`src/rtl/i2s_rx_pkg.sv`:
```
// Shared types and helpers for the multi-line I2S microphone receiver.
package i2s_rx_pkg;

  typedef enum logic {
    SLOT_LEFT  = 1'b0,
    SLOT_RIGHT = 1'b1
  } slot_e;

  function automatic int n_ch_f(input int lines, input bit st);
    if (st) begin
      return lines + lines;
    end else begin
      return lines;
    end
  endfunction

  // |x| for a w-bit sample held sign-extended in x; the most negative code saturates.
  function automatic logic [63:0] mag_sat(input logic signed [63:0] x, input int w);
    logic signed [63:0] most_neg;
    most_neg = -(64'sd1 <<< (w - 32'sd1));
    if (x == most_neg) begin
      return (64'd1 << (w - 32'sd1)) - 64'd1;
    end else if (x < 64'sd0) begin
      return $unsigned(-x);
    end else begin
      return $unsigned(x);
    end
  endfunction

endpackage

```
`src/rtl/i2s_master_clk_gen.sv`:
```
// I2S master timing: sck divider, frame bit counter, registered ws and the
// single-cycle rise/fall events every other block keys off.
module i2s_master_clk_gen
  import i2s_rx_pkg::*;
#(
  parameter int sck_half_period = 8,
  parameter int slot_bits       = 32,
  localparam int DIV_W = (sck_half_period > 32'sd1) ? $clog2(sck_half_period) : 32'sd1,
  localparam int BC_W  = $clog2(slot_bits + slot_bits),
  localparam int POS_W = $clog2(slot_bits)
) (
  input  logic             clk,
  input  logic             rst_n,
  output logic             sck,
  output logic             ws,
  output logic             rise_ev,
  output logic             fall_ev,
  output logic [POS_W-1:0] slot_pos,
  output slot_e            slot
);

  localparam logic [DIV_W-1:0] DIV_LAST = DIV_W'(sck_half_period - 32'sd1);
  localparam logic [BC_W-1:0]  BIT_LAST = BC_W'(slot_bits + slot_bits - 32'sd1);
  localparam logic [BC_W-1:0]  SLOT_LEN = BC_W'(slot_bits);

  logic [DIV_W-1:0] div_cnt_r;
  logic             sck_r;
  logic             ws_r;
  logic [BC_W-1:0]  bit_cnt_r;
  logic [BC_W-1:0]  bit_cnt_nxt_s;
  logic [BC_W-1:0]  pos_full_s;
  logic             wrap_s;
  logic             in_right_s;

  // Edge events, next bit count and slot position decode.
  always_comb begin
    wrap_s  = (div_cnt_r == DIV_LAST);
    rise_ev = wrap_s & ~sck_r;
    fall_ev = wrap_s & sck_r;
    if (bit_cnt_r == BIT_LAST) begin
      bit_cnt_nxt_s = '0;
    end else begin
      bit_cnt_nxt_s = bit_cnt_r + BC_W'(1'b1);
    end
    in_right_s = (bit_cnt_r >= SLOT_LEN);
    if (in_right_s) begin
      pos_full_s = bit_cnt_r - SLOT_LEN;
      slot       = SLOT_RIGHT;
    end else begin
      pos_full_s = bit_cnt_r;
      slot       = SLOT_LEFT;
    end
    slot_pos = POS_W'(pos_full_s);
  end

  // Divider, sck toggle and bit counter; ws follows the new count on sck falls only.
  always_ff @(posedge clk or negedge rst_n) begin
    if (!rst_n) begin
      div_cnt_r <= '0;
      sck_r     <= 1'b0;
      ws_r      <= 1'b0;
      bit_cnt_r <= '0;
    end else begin
      if (wrap_s) begin
        div_cnt_r <= '0;
        sck_r     <= ~sck_r;
      end else begin
        div_cnt_r <= div_cnt_r + DIV_W'(1'b1);
      end
      if (fall_ev) begin
        bit_cnt_r <= bit_cnt_nxt_s;
        ws_r      <= (bit_cnt_nxt_s >= SLOT_LEN);
      end
    end
  end

  assign sck = sck_r;
  assign ws  = ws_r;

endmodule

```
`src/rtl/i2s_multi_mic_receiver.sv`:
```
// Multi-line I2S master receiver: per-line slot capture, frame-aligned commit of
// all channels with one valid strobe, and per-channel peak magnitude tracking.
module i2s_multi_mic_receiver
  import i2s_rx_pkg::*;
#(
  parameter int sck_half_period = 8,
  parameter int n_lines         = 2,
  parameter int w_sample        = 24,
  parameter int slot_bits       = 32,
  parameter bit stereo          = 1'b1,
  localparam int N_CH   = n_ch_f(n_lines, stereo),
  localparam int PEAK_W = w_sample - 32'sd1
) (
  input  logic                       clk,
  input  logic                       rst_n,
  output logic                       sck,
  output logic                       ws,
  input  logic [n_lines-1:0]         sd,
  input  logic                       peak_clr,
  output logic [N_CH*w_sample-1:0]   sample,
  output logic                       sample_valid,
  output logic [N_CH*PEAK_W-1:0]     peak
);

  localparam int POS_W = $clog2(slot_bits);
  localparam logic [POS_W-1:0] POS_FIRST = POS_W'(1'b1);
  localparam logic [POS_W-1:0] POS_LAST  = POS_W'(w_sample);
  localparam logic [POS_W-1:0] POS_END   = POS_W'(slot_bits - 32'sd1);

  logic             rise_ev_s;
  logic             fall_ev_s;
  logic [POS_W-1:0] slot_pos_s;
  slot_e            slot_s;
  logic             capture_s;
  logic             slot_done_s;
  logic             frame_end_s;
  logic             commit_s;
  logic             armed_r;

  // The final bit of a slot comes straight from sd, so only w_sample-1 bits are stored.
  logic [PEAK_W-1:0]   shift_r     [n_lines];
  logic [w_sample-1:0] shift_nxt_s [n_lines];
  logic [w_sample-1:0] lanes_s     [N_CH];
  logic [PEAK_W-1:0]   mag_s       [N_CH];
  logic [PEAK_W-1:0]   peak_r      [N_CH];

  i2s_master_clk_gen #(
    .sck_half_period(sck_half_period),
    .slot_bits      (slot_bits)
  ) u_clk_gen (
    .clk     (clk),
    .rst_n   (rst_n),
    .sck     (sck),
    .ws      (ws),
    .rise_ev (rise_ev_s),
    .fall_ev (fall_ev_s),
    .slot_pos(slot_pos_s),
    .slot    (slot_s)
  );

  // Capture window, slot completion and frame-level commit decision.
  always_comb begin
    capture_s   = rise_ev_s && (slot_pos_s >= POS_FIRST) && (slot_pos_s <= POS_LAST);
    slot_done_s = rise_ev_s && (slot_pos_s == POS_LAST);
    frame_end_s = fall_ev_s && (slot_s == SLOT_RIGHT) && (slot_pos_s == POS_END);
    if (stereo) begin
      commit_s = slot_done_s && armed_r && (slot_s == SLOT_RIGHT);
    end else begin
      commit_s = slot_done_s && armed_r && (slot_s == SLOT_LEFT);
    end
  end

  for (genvar l = 0; l < n_lines; l++) begin : g_line
    assign shift_nxt_s[l] = {shift_r[l], sd[l]};

    // Per-line serial shift register.
    always_ff @(posedge clk or negedge rst_n) begin
      if (!rst_n) begin
        shift_r[l] <= '0;
      end else if (capture_s) begin
        shift_r[l] <= shift_nxt_s[l][PEAK_W-1:0];
      end
    end

    if (stereo) begin : g_stereo
      logic [w_sample-1:0] stage_r;

      // Left word parked here until the right slot of the same frame completes.
      always_ff @(posedge clk or negedge rst_n) begin
        if (!rst_n) begin
          stage_r <= '0;
        end else if (slot_done_s && (slot_s == SLOT_LEFT)) begin
          stage_r <= shift_nxt_s[l];
        end
      end

      assign lanes_s[2*l]     = stage_r;
      assign lanes_s[2*l + 1] = shift_nxt_s[l];
    end else begin : g_mono
      assign lanes_s[l] = shift_nxt_s[l];
    end
  end

  // Startup discard flag, sample commit and valid strobe.
  always_ff @(posedge clk or negedge rst_n) begin
    if (!rst_n) begin
      armed_r      <= 1'b0;
      sample_valid <= 1'b0;
      sample       <= '0;
    end else begin
      if (frame_end_s) begin
        armed_r <= 1'b1;
      end
      sample_valid <= commit_s;
      if (commit_s) begin
        for (int c = 0; c < N_CH; c++) begin
          sample[c*w_sample +: w_sample] <= lanes_s[c];
        end
      end
    end
  end

  // Saturated magnitude of each committed lane.
  always_comb begin
    for (int c = 0; c < N_CH; c++) begin
      mag_s[c] = PEAK_W'(mag_sat(64'($signed(sample[c*w_sample +: w_sample])), w_sample));
    end
  end

  // Peak hold; a clear coinciding with an update restarts from the new magnitude.
  always_ff @(posedge clk or negedge rst_n) begin
    if (!rst_n) begin
      for (int c = 0; c < N_CH; c++) begin
        peak_r[c] <= '0;
      end
    end else begin
      for (int c = 0; c < N_CH; c++) begin
        if (sample_valid) begin
          if (peak_clr || (mag_s[c] > peak_r[c])) begin
            peak_r[c] <= mag_s[c];
          end
        end else if (peak_clr) begin
          peak_r[c] <= '0;
        end
      end
    end
  end

  // Flatten the peak array onto the output bus.
  always_comb begin
    peak = '0;
    for (int c = 0; c < N_CH; c++) begin
      peak[c*PEAK_W +: PEAK_W] = peak_r[c];
    end
  end

endmodule

```
`config.mk`:
```
export PLATFORM = sky130hd
export DESIGN_NAME = i2s_multi_mic_receiver
export DESIGN_NICKNAME = d
export VERILOG_FILES = /design/src/rtl/i2s_rx_pkg.sv /design/src/rtl/i2s_master_clk_gen.sv /design/src/rtl/i2s_multi_mic_receiver.sv
export SDC_FILE = /design/constraint.sdc
export NUM_CORES = 1
export LEC_CHECK = 0
export BUFFER_PORTS_ARGS = -buffer_cell sky130_fd_sc_hd__buf_2
export CAP_MARGIN = 25
export CORE_MARGIN = 10
export CORE_UTILIZATION = 33
export CTS_CLUSTER_SIZE = 16
export DETAILED_ROUTE_END_ITERATION = 7
export PLACE_DENSITY_LB_ADDON = 0.1
export SLEW_MARGIN = 20
export SYNTH_ARGS = -nofsm -noshare
export SYNTH_HDL_FRONTEND = slang
export SYNTH_HIERARCHICAL = 1
export SYNTH_SLANG_ARGS = --single-unit
```
`constraint.sdc`:
```
create_clock -name clk -period 7.7 [get_ports clk]
set_input_delay 1.925 -clock clk [delete_from_list [all_inputs] [get_ports clk]]
set_output_delay 1.925 -clock clk [all_outputs]
set_load 0.03 [all_outputs]
```
==> results.json <==
{
  "synth_top_area_frac": 0.455,
  "p_sw_w": 0.000732,
  "regToRegEndpoint": "peak[18]",
  "finalSetupTns_ns": 0,
  "finalSetupViolations": 0,
  "drt-total-wl_um": 46400,
  "cts_buffers": 37,
  "worst_hold_startpoint": "u_clk_gen/div_cnt_r[0]",
  "ys_seq_area_frac": 0.455,
  "floorplan.die.height_um": 241,
  "io_pins": 196,
  "pwr-share-seq": 0.456,
  "syn_area_mm2": 0.0162,
  "cts_resized": 0,
  "finalNetCount": 1931,
  "r2r_start": "sample[23]",
  "drive_gt1_frac": 0.217,
  "wl_per_cell_um": 18.8,
  "dp_slack_ns": 2.13,
  "drt_iter0_markers": 748,
  "cts_tree": "built",
  "postCtsSetupBuffers": 0,
  "worstPathRequired_ns": 8.12,
  "place_area_mm2": 0.0178,
  "ys_top_cells_by_area": "dfrtp_1 46%, nand2_1 10%, ha_1 7.7%, mux2_2 7.6%, mux2i_1 6.0%",
  "post-route-period-util": 0.733,
  "place_hpwl_um": 33600,
  "combPwrFrac": 0.018,
  "rsz0062_at_grt": "false",
  "worstSetupPathType": "flop to flop",
  "clk_latency_ns": 0.55,
  "fp.dieArea_mm2": 0.0582,
  "syn2layout_area_growth_pct": 17.7,
  "cellPowerDensity_mw_per_mm2": 179,
  "port_buffers": 195,
  "hold_buffers": 0,
  "grt_max_degree": 157,
  "finClkSkew_ns": 0.0213,
  "syn_inst": 1664,
  "max_clock_freq_mhz": 177,
  "final_area_mm2": 0.0190,
  "cts.clk_slew.worst_paths_ns": 0.06,
  "synth-xor-area-share": 0.0293,
  "worst_pin_slew_ns": 1.06,
  "clock_path_buffers": 3,
  "cp-end-kind": "flop",
  "drc": 0,
  "setup_slack_ns": 2.06,
  "clock_power_share": 0.526,
  "r2r_slack_ns": 2.06,
  "row_count": 81,
  "first_pass_iters": 5,
  "synth-compound-area-share": 0.0935,
  "postRouteAntennaNets": 0,
  "post_drt_via_cell_ratio": 5.04,
  "vdd_ir_drop_max_v": 0.000128,
  "grt_usage": 0.159,
  "synth-main-ff-cell": "dfrtp_1",
  "intPower_w": 0.00267,
  "initial_core_util": 0.332,
  "status": "finished clean",
  "r2r_cells": 12,
  "core_area_mm2": 0.0486,
  "maxCapViolCount": 0,
  "synth-simple-area-share": 0.163,
  "fin_crit_ns": 5.64,
  "synth_top_family_by_area": "simple AND/OR/NAND/NOR gates",
  "yosysTopAreaCell": "dfrtp_1",
  "relSlewSlack": 0.296,
  "die_x_um": 241,
  "p_leak_nw": 10.4,
  "synth_seq_cells": 294,
  "syn-num-nets": 1769,
  "clkSinkCount": 294,
  "antenna_found_initial": 1,
  "synth_fa_ha_area_frac": 0.0774,
  "hold_end": "u_clk_gen/div_cnt_r[0]",
  "dr_total_vias": 12500,
  "cts_htree_levels": 2,
  "crit_fanout": 27,
  "slew_violations": 0,
  "ys_types": 64,
  "grt_overflow": 0,
  "whs_path_depth": 1,
  "synthMuxAreaShare": 0.136,
  "cts_root_buffer": "clkbuf_16",
  "diodes": 0,
  "postSynth.asyncResetShare": 1.00,
  "switching_share": 0.215,
  "place_congestion": 0.847,
  "grt_pass1_vias": 12900,
  "ys_warn_count": 6,
  "synth_edf_count": 0,
  "min_path_type": "flop to flop",
  "grt_pass1_wl_um": 73600,
  "final-hold-violation-count": 0,
  "crit_path_start_kind": "flop",
  "avgSynthCellArea_um2": 9.71,
  "worstPathArrival_ns": 6.07
}
## power by group through the flow
stage	clock [W]	combinational, W	sequential (W)
after floorplan	0	0.0000221	0.00158
after global placement	0	0.0000649	0.00158
after detailed placement	0	0.0000658	0.00158
after CTS	0.00184	0.0000657	0.00155
after global routing	0.00191	0.0000705	0.00155
final	0.00179	0.0000616	0.00155
## cells in the final DEF, fill, tap and decap left out, types with 12 or more instances in the layout
| cell | count |
|---|---|
| nand3_1 | 17 |
| clkbuf_16 | 39 |
| or3_1 | 14 |
| o21ai_0 | 38 |
| dfrtp_1 | 293 |
| or4_1 | 22 |
| mux2_2 | 109 |
| buf_2 | 194 |
| buf_4 | 12 |
| nand2_1 | 430 |
| a21oi_1 | 60 |
| nand4_1 | 20 |
| ha_1 | 100 |
| o31ai_1 | 27 |
| nor4_1 | 13 |
| xor2_1 | 48 |
| a21o_1 | 12 |
| o41ai_1 | 19 |
| mux2i_1 | 97 |
| inv_1 | 104 |
| nor2_1 | 20 |
## metrics by stage
step            util  hold slack [ns]  power, W  std cells
2_1_floorplan      -            0.410   0.00160       1664
3_3_place_gp   0.365            0.421   0.00164       2408
6_report       0.391            0.443   0.00340       2472
5_1_grt        0.391            0.460   0.00353       2472
3_5_place_dp   0.365            0.439   0.00164       2408
4_1_cts        0.391            0.447   0.00346       2471
## area by class of cell
cell class | instances | area (µm²)
Clock buffer | 53 | 1080
Sequential cell | 294 | 7360
Clock inverter | 10 | 154
Inverter | 105 | 395
Multi-Input combinational cell | 1179 | 8140
Timing Repair Buffer | 209 | 1120
Tap cell | 622 | 778
Fill cell | 4942 | 29600
## registers in the layout, summed over array words and instances, names as in the netlist
signal / cells
armed_r: 1
g_line.g_stereo.stage_r: 48
lanes_s: 46
peak: 92
sample: 96
sample_valid: 1
u_clk_gen/bit_cnt_r: 5
u_clk_gen/div_cnt_r: 3
u_clk_gen/sck: 1
u_clk_gen/ws: 1
## cells by family (layout without fill, tap and decap cells)
logic type	Yosys count	in the layout
xor+xnor	54	54
compound gates	224	224
simple gates	595	595
mux	206	206
flops	294	294
buf+inv	191	377
fa+ha+maj	100	100
## synthesized netlist by cell type, drive strengths merged, types with 4 or more instances
library cell,n
nand4,20
mux2i,97
nand3b,4
a21oi,60
buf,15
o211ai,11
and3,5
nor2b,10
a211oi,5
o21ai,39
a21boi,12
xnor2,6
or3,14
nor4,14
o31ai,27
o21a,8
dfrtp,294
xor2,48
nand2,430
ha,100
mux2,109
nand3,19
clkbuf,71
or2,11
a21o,12
nor2,20
or4,24
o41ai,20
nor3,12
inv,104
## critical path, stage by stage, from the launching register on
cell	delay, ns
dfrtp_1	0.81
or4b_2	0.66
nor4_1	0.84
a21oi_1	0.16
mux2i_1	0.23
ha_1	0.18
nand4_1	0.16
nor4_1	0.53
nand4_1	0.21
o31a_1	0.34
o22ai_2	0.69
buf_4	0.35
mux2_2	0.35
## metal layers
metal | vias up | track usage | part of all wire
met5 | - | 0 | 0.00028
met4 | 2 | 0.0396 | 0.020
met3 | 58 | 0.0359 | 0.042
met2 | 168 | 0.286 | 0.51
met1 | 6148 | 0.187 | 0.42
li1 | 6078 | - | -
## worst max-delay path by stage
stage | start | to | slack [ns] | cells past startpoint
floorplan | sample[52] | peak[64] | 2.98 | 15
global placement | sample[23] | peak[18] | 2.23 | 12
detailed placement | sample[23] | peak[18] | 2.13 | 12
CTS | sample[23] | peak[18] | 2.09 | 12
global route | sample[23] | peak[17] | 1.60 | 12
finish | sample[23] | peak[18] | 2.06 | 12
(Power assumes the default switching activity.)
